$ cat src/rtl/add64_serial_pkg.sv
// Shared constants for the nibble-serial 64-bit adder: FSM states and slice geometry.
package add64_serial_pkg;

    localparam int OP_W       = 64;
    localparam int SLICE_W    = 4;
    localparam int NUM_SLICES = OP_W / SLICE_W;
    localparam int LAST_IDX   = NUM_SLICES - 1;
    localparam int K_W        = $clog2(NUM_SLICES);

    typedef enum logic [1:0] {
        IDLE = 2'd0,
        RUN  = 2'd1,
        DONE = 2'd2
    } state_t;

endpackage

$ cat src/rtl/add64_serial_add4.sv
// Combinational 4-bit ripple-carry slice, reused by the serial adder every RUN cycle.
module add4
    import add64_serial_pkg::*;
(
    input  logic [SLICE_W-1:0] a4,
    input  logic [SLICE_W-1:0] b4,
    input  logic               ci,
    output logic [SLICE_W-1:0] s4,
    output logic               co
);

    logic [SLICE_W:0] c;

    always_comb begin
        c    = '0;
        s4   = '0;
        c[0] = ci;
        for (int i = 0; i < SLICE_W; i++) begin
            s4[i]  = a4[i] ^ b4[i] ^ c[i];
            c[i+1] = (a4[i] & b4[i]) | (c[i] & (a4[i] ^ b4[i]));
        end
        co = c[SLICE_W];
    end

endmodule

$ cat src/rtl/add64_serial.sv
// 64-bit adder computing one 4-bit slice per clock (16 RUN cycles, then a 1-cycle DONE).
// Define ADD64_SERIAL_OVF_EN to add the registered signed-overflow output ovf.
module add64_serial
    import add64_serial_pkg::*;
(
    input  logic            clk,
    input  logic            rst,
    input  logic            start,
    input  logic [OP_W-1:0] a,
    input  logic [OP_W-1:0] b,
    input  logic            cin,
    output logic            busy,
    output logic            done,
    output logic [OP_W-1:0] s,
    output logic            cout
`ifdef ADD64_SERIAL_OVF_EN
    ,
    output logic            ovf
`endif
);

    state_t             state;
    logic [K_W-1:0]     k;
    logic               carry;
    logic [OP_W-1:0]    a_r;
    logic [OP_W-1:0]    b_r;
    logic [SLICE_W-1:0] sl_a;
    logic [SLICE_W-1:0] sl_b;
    logic [SLICE_W-1:0] sl_s;
    logic               sl_co;

    assign sl_a = a_r[k*SLICE_W +: SLICE_W];
    assign sl_b = b_r[k*SLICE_W +: SLICE_W];

    add4 u_add4 (
        .a4 (sl_a),
        .b4 (sl_b),
        .ci (carry),
        .s4 (sl_s),
        .co (sl_co)
    );

`ifdef ADD64_SERIAL_OVF_EN
    // Carry into bit 63 is recovered from the top bit of the last slice.
    logic c_into_msb;
    assign c_into_msb = sl_a[SLICE_W-1] ^ sl_b[SLICE_W-1] ^ sl_s[SLICE_W-1];
`endif

    always_ff @(posedge clk) begin
        if (rst) begin
            state <= IDLE;
            k     <= '0;
            carry <= 1'b0;
            a_r   <= '0;
            b_r   <= '0;
            s     <= '0;
            cout  <= 1'b0;
            done  <= 1'b0;
            busy  <= 1'b0;
`ifdef ADD64_SERIAL_OVF_EN
            ovf   <= 1'b0;
`endif
        end else begin
            case (state)
                IDLE: begin
                    done <= 1'b0;
                    if (start) begin
                        a_r   <= a;
                        b_r   <= b;
                        carry <= cin;
                        k     <= '0;
                        busy  <= 1'b1;
                        state <= RUN;
                    end
                end
                RUN: begin
                    s[k*SLICE_W +: SLICE_W] <= sl_s;
                    carry <= sl_co;
                    k     <= k + 1'b1;
                    if (k == K_W'(LAST_IDX)) begin
                        cout  <= sl_co;
`ifdef ADD64_SERIAL_OVF_EN
                        ovf   <= sl_co ^ c_into_msb;
`endif
                        done  <= 1'b1;
                        state <= DONE;
                    end
                end
                DONE: begin
                    done  <= 1'b0;
                    busy  <= 1'b0;
                    state <= IDLE;
                end
                default: begin
                    done  <= 1'b0;
                    busy  <= 1'b0;
                    state <= IDLE;
                end
            endcase
        end
    end

endmodule

$ cat config.mk
export PLATFORM = sky130hd
export DESIGN_NAME = add64_serial
export DESIGN_NICKNAME = d
export VERILOG_FILES = /design/src/rtl/add64_serial_pkg.sv /design/src/rtl/add64_serial_add4.sv /design/src/rtl/add64_serial.sv
export SDC_FILE = /design/constraint.sdc
export NUM_CORES = 1
export LEC_CHECK = 0
export ABC_AREA = 1
export CORE_ASPECT_RATIO = 0.8
export CORE_UTILIZATION = 54
export DETAILED_ROUTE_END_ITERATION = 12
export GPL_TIMING_DRIVEN = 0
export PLACE_DENSITY = 0.85
export SETUP_SLACK_MARGIN = 0.1
export SYNTH_ARGS = -nofsm -noshare
export SYNTH_HDL_FRONTEND = slang
export SYNTH_SLANG_ARGS = --single-unit
$ cat constraint.sdc
create_clock -name clk -period 6.1 [get_ports clk]
set_input_delay 1.83 -clock clk [delete_from_list [all_inputs] [get_ports clk]]
set_output_delay 1.83 -clock clk [all_outputs]
set_load 0.005 [all_outputs]
Yosys cells after proc, flatten, opt, wreduce, memory -nomap -nowiden
Cells that the tools add are included.
{ "classes": {"n_addsub": 2, "eq_ne": 4, "shift": 4, "mux": 10, "bitwise": 21, "n_reduce_logical": 8} }
{ "ops": {"columns": ["cell", "count"], "rows": [
  ["$shiftx A64 B7 Y4", 2],
  ["$bwmux W64", 1],
  ["$shift A4 B34 Y64 const A", 1],
  ["$shiftx A4 B34 Y64", 1],
  ["$neg A6 Y34", 1],
  ["$reduce_and A2 Y1", 5],
  ["$and A1 B1 Y1", 8],
  ["$pmux W4 S2", 1],
  ["$xor A1 B1 Y1", 8],
  ["$add A4 B1 Y4 const B", 1],
  ["$eq A4 B4 Y1 const B", 1],
  ["$mux W2", 2],
  ["$mux W4", 1],
  ["$ne A2 B2 Y1 const B", 2],
  ["$or A1 B1 Y1", 4],
  ["$pmux W1 S2", 2],
  ["$pmux W2 S2", 1],
  ["$eq A2 B1 Y1 const B", 1],
  ["$logic_not A2 Y1", 1],
  ["$mux W1", 2],
  ["$reduce_bool A2 Y1", 1],
  ["$reduce_or A2 Y1", 1],
  ["$not A1 Y1", 1]
]} }
{ "totals": {"reg_bits": 202, "wordCells": 58} }

Logic depth before layout (Yosys ltp)
{ "logic_depth": {"word_depth": 11, "ltp_mapped": 22, "depth_no_buf": 19} }

Hierarchy
A second synthesis with hierarchy kept.
{ "hier_totals": {"hier_cells": 1210, "hier_area_um2": 8673.3} }
{ "by_module_without_submodules": {"columns": ["mod", "instances", "cells_each", "area_per_inst_um2", "seq_area_each_um2"], "rows": [
  ["add64_serial", 1, 1196, 8555.7, 4043.9],
  ["add4", 1, 14, 117.6, 0.0]
]} }

Worst setup path before layout
OpenSTA, ideal clock, no wires.
{ "synth_path": {"path_type": "register -> register", "startpoint": "register k[0]", "endpoint": "register s[23]", "setup_time_ns": 0.116, "arrival_ns": 3.126, "required_time_ns": 5.984, "path_slack_ns": 2.858, "stages_incl_launch_ff": 20, "n_path_buf": 3, "synth_period_minus_slack_ns": 3.242, "cell_sequence": "dfxtp_1 buf_4 buf_2 buf_2 o21ai_0 o22ai_1 nand2_1 nand3_1 nand2_1 fa_1 inv_1 fa_1 inv_1 fa_1 inv_1 fa_1 nand3_1 nor2_1 o21ai_0 nor2_1"} }
{ "synth_via": {"elab_chain_cells": 11, "word_cells_on_any_way": 23} }
{ "synth_rtl": {"columns": ["item", "line", "source"], "rows": [
  ["start, declared", "add64_serial.sv:23", "logic [K_W-1:0] k;"],
  ["start signal, assigned", "add64_serial.sv:79", "k <= k + 1'b1;"],
  ["$shiftx A64 B7 Y4, on equally long branches", "add64_serial.sv:32, add64_serial.sv:33", null],
  ["$xor A1 B1 Y1", "add64_serial_add4.sv:19, add64_serial_add4.sv:20", null],
  ["$and A1 B1 Y1", "add64_serial_add4.sv:20", "c[i+1] = (a4[i] & b4[i]) | (c[i] & (a4[i] ^ b4[i]));"],
  ["$or A1 B1 Y1", "add64_serial_add4.sv:20", null],
  ["$and A1 B1 Y1", "add64_serial_add4.sv:20", null],
  ["$or A1 B1 Y1", "add64_serial_add4.sv:20", null],
  ["$and A1 B1 Y1", "add64_serial_add4.sv:20", null],
  ["$or A1 B1 Y1", "add64_serial_add4.sv:20", null],
  ["$xor A1 B1 Y1", "add64_serial_add4.sv:19", "s4[i] = a4[i] ^ b4[i] ^ c[i];"],
  ["$shiftx A4 B34 Y64", "add64_serial.sv:77", "s[k*SLICE_W +: SLICE_W] <= sl_s;"],
  ["$bwmux W64 (*)", "add64_serial.sv:77", null],
  ["end signal, assigned by index", "add64_serial.sv:77", null],
  ["end, declared", "add64_serial.sv:14", "output logic [OP_W-1:0] s,"]
]} }
Mark *: on every way between the ends. The rest lies on a longest branch, timed or not.
A chain may end at the register's enable or synchronous reset.

Worst setup path after layout
{ "layout_path": {"startpoint": "register k[1]", "endpoint": "register s[23]"} }
The elaborated chain is that of the path after synthesis.

==> run_results.csv <==
group,metric,value,unit
sta,hold_violations,0,
sta,rsz0062_at_grt,"no",
yosys,yosysTopAreaCellShare,46.2,%
global_route,first_global_vias,8573,
sta,tns,0,ps
sta,layout_setup_ws,1830,ps
finish,nets,1580,
floorplan,design.core.area,0.0158,mm²
outcome,status,"completed",
clocking,clockBufferDepth,3,
hold_path,hp-class,"flip-flop to flip-flop",
global_route,grt_max_degree,14,
yosys,ys_ff_latch,202,
placement,place_area,0.0110,mm²
sta,max_clock_freq,234,MHz
yosys,synth_top_cell_by_area,"dfxtp_1",
setup_path,crit_type,"flip-flop to flip-flop",
yosys,synth_warnings,0,
global_route,grt_first_pass_wirelength,43400,µm
job,maxCapViolCount,0,
floorplan,fp.dieH,116,µm
yosys,ys_seq_area_share,46.2,%
yosys,syn-cell-area,0.00874,mm²
finish,final_layout_size_suffix_gt1_share,5.94,%
placement,dp.cells,1631,
setup_path,critPathLaunchType,"flip-flop",
route,dr.pass1.iters,6,
pwr,power,3.16,mW
pwr,power_leakage,4.63,nW
clocking,clock_latency,490,ps
clocking,cts_setup_buffers,0,
setup_path,cp-end-kind,"flip-flop",
clocking,htree_levels,1,
yosys,synthCells,1218,
floorplan,dieArea,0.0167,mm²
clocking,cts_inserted_buffers,20,
sta,finalCriticalPeriod,4270,ps
sta,slew_headroom,44.5,%
placement,hpwl,20000,µm
global_route,antenna_found_initial,0,
setup_path,reg2reg_depth,17,
finish,finalInstanceArea,0.0116,mm²
pwr,irDropWorstVdd,163,µV
yosys,async_flop_share,0,%
global_route,track_usage,33.7,%
floorplan,die_w,144,µm
pwr,power_density,272,mW/mm²
route,postRouteAntennaNets,0,
sta,slew_violations,0,
hold_path,min_to,"a_r[21]",
route,routed-via-count,9329,
clocking,clock-root-buffer,"clkbuf_16",
finish,antenna_cells,0,
clocking,cts_tree,"yes",
floorplan,row_count,41,
yosys,synthTopCellsByArea,"dfxtp_1 46%, nor2_1 14%, o21ai_0 14%",
route,vias_per_cell,5.61,
setup_path,regToRegEndpoint,"s[23]",
clocking,clkTransAtPathRegs,60,ps
setup_path,crit_arrival,4650,ps
sta,max_slew.worst_pin.slew,833,ps
finish,syn_to_final_growth,32.9,%
yosys,synth_edf_count,0,
sta,period_share,70.0,%
setup_path,timing.rr.start,"k[1]",
yosys,synth_cell_types,32,
hold_path,hold_depth,2,
floorplan,boundaryPins,199,
route,drtIter0Drc,1105,
route,wire_per_inst,16.9,µm
sta,setup_violations,0,
finish,stdcell_count,1664,
clocking,cts-resized-gates,0,
sta,hold_slack,457,ps
clocking,hold_buffers,0,
route,drc,0,
global_route,grt_overflow,0,
placement,io_buffer_count,198,
setup_path,rrSetupSlack,1830,ps
clocking,cts_sinks,202,
hold_path,hp-start,"a_r[21]",
yosys,syn_nets,1360,
sta,worst_clock_skew,9.36,ps
setup_path,cp.required,6480,ps
route,routed_wl,28100,µm
setup_path,path_max_fanout,10,
finish,utilization,73.5,%
yosys,synth-main-ff-cell,"dfxtp_1",
yosys,synth.avg_cell_area,7.18,µm²
placement,dpl_worst_slack,2040,ps
placement,place.gp.congestion,0.914,
floorplan,initial_core_util,55.3,%
## flip-flops by register name, summed over array words and instances (netlist names)
name and cells:
state 2, b_r 64, s 64, carry 1, busy 1, cout 1
done 1, k 4, a_r 64
## layer usage
metal / track usage [%] / up-vias / share of wire [%]
met3: 5.54 / 78 / 11
met1: 46.5 / 4232 / 42
li1: - / 4440 / -
met5: 0 / - / 0
met4: 11.9 / 0 / 3.1
met2: 53.4 / 579 / 44
## placed cells by master, fill, tap and decap left out
master | synthesis | layout
clkbuf_8 | 0 | 5
clkbuf_1 | 50 | 56
buf_2 | 23 | 23
nand2_1 | 87 | 87
nor2_2 | 8 | 8
nand3_2 | 2 | 2
a22oi_1 | 1 | 1
inv_4 | 2 | 2
dfxtp_1 | 202 | 202
a211oi_1 | 1 | 1
nor3_2 | 2 | 2
a21oi_1 | 89 | 89
clkbuf_16 | 0 | 21
clkdlybuf4s50_1 | 0 | 198
buf_1 | 2 | 2
nand3_4 | 1 | 1
o31ai_1 | 1 | 1
o22ai_1 | 16 | 16
nand4_1 | 6 | 6
buf_6 | 3 | 3
o21ai_0 | 237 | 237
buf_4 | 2 | 2
inv_1 | 70 | 70
nor2_4 | 5 | 5
o21a_1 | 1 | 1
ha_1 | 6 | 6
nor2_1 | 328 | 328
nor3_1 | 8 | 8
o211ai_1 | 11 | 11
inv_2 | 5 | 5
nand4_2 | 1 | 1
fa_1 | 4 | 4
nand2_2 | 3 | 3
nand2_4 | 2 | 2
nand3_1 | 39 | 39
clkinv_2 | 0 | 1
## final cells by class
class	instances	area (µm²)
Fill cell	1236	4180
Clock inverter	1	5.00
Inverter	77	294
Buffer	80	359
Timing Repair Buffer	198	1980
Tap cell	215	269
Clock buffer	32	617
Sequential cell	202	4040
Multi-Input combinational cell	859	4050
## cell usage after synthesis (8+ instances only)
master and number:
a21oi_1 89, buf_2 23, clkbuf_1 50, dfxtp_1 202
inv_1 70, nand2_1 87, nand3_1 39, nor2_1 328
nor2_2 8, nor3_1 8, o211ai_1 11, o21ai_0 237
o22ai_1 16
## worst max path at each step
stage               slack, ps  depth (start not counted)  startpoint     to
global placement         2160                         18        k[0]  s[31]
finish                   1830                         17        k[1]  s[23]
floorplan                2860                         19        k[0]  s[23]
detailed placement       2040                         18        k[0]  s[23]
CTS                      1970                         18        k[0]  s[23]
global route             1620                         17        k[0]  s[54]
## worst max-delay path: stages (launching register included)
cell     delay (ps)
dfxtp_1         540
buf_1           670
o21ai_0         190
o22ai_1         290
nand2_1         100
nand3_1         130
nand2_1         120
fa_1            390
inv_1            80
fa_1            160
inv_1            50
fa_1            350
inv_1            80
fa_1            500
nand3_1         150
nor2_1          110
o21ai_0         210
nor2_1           50
## kinds of logic (layout without fill, tap and decap cells)
family | Yosys count | after routing | synth area share, %
adder cells (fa/ha/maj) | 10 | 10 | 1.77
AO/OA/AOI/OAI | 357 | 357 | 21.1
AND/OR/NAND/NOR | 492 | 492 | 23.4
flip-flops | 202 | 202 | 46.2
buffers and inverters | 157 | 388 | 7.47
## where the power goes
group	total (mW)	switching (mW)	internal, mW
logic	0.537	0.326	0.211
clock network	1.19	0.498	0.688
registers	1.43	0.0383	1.40
Power figures use the tool's default switching activity.
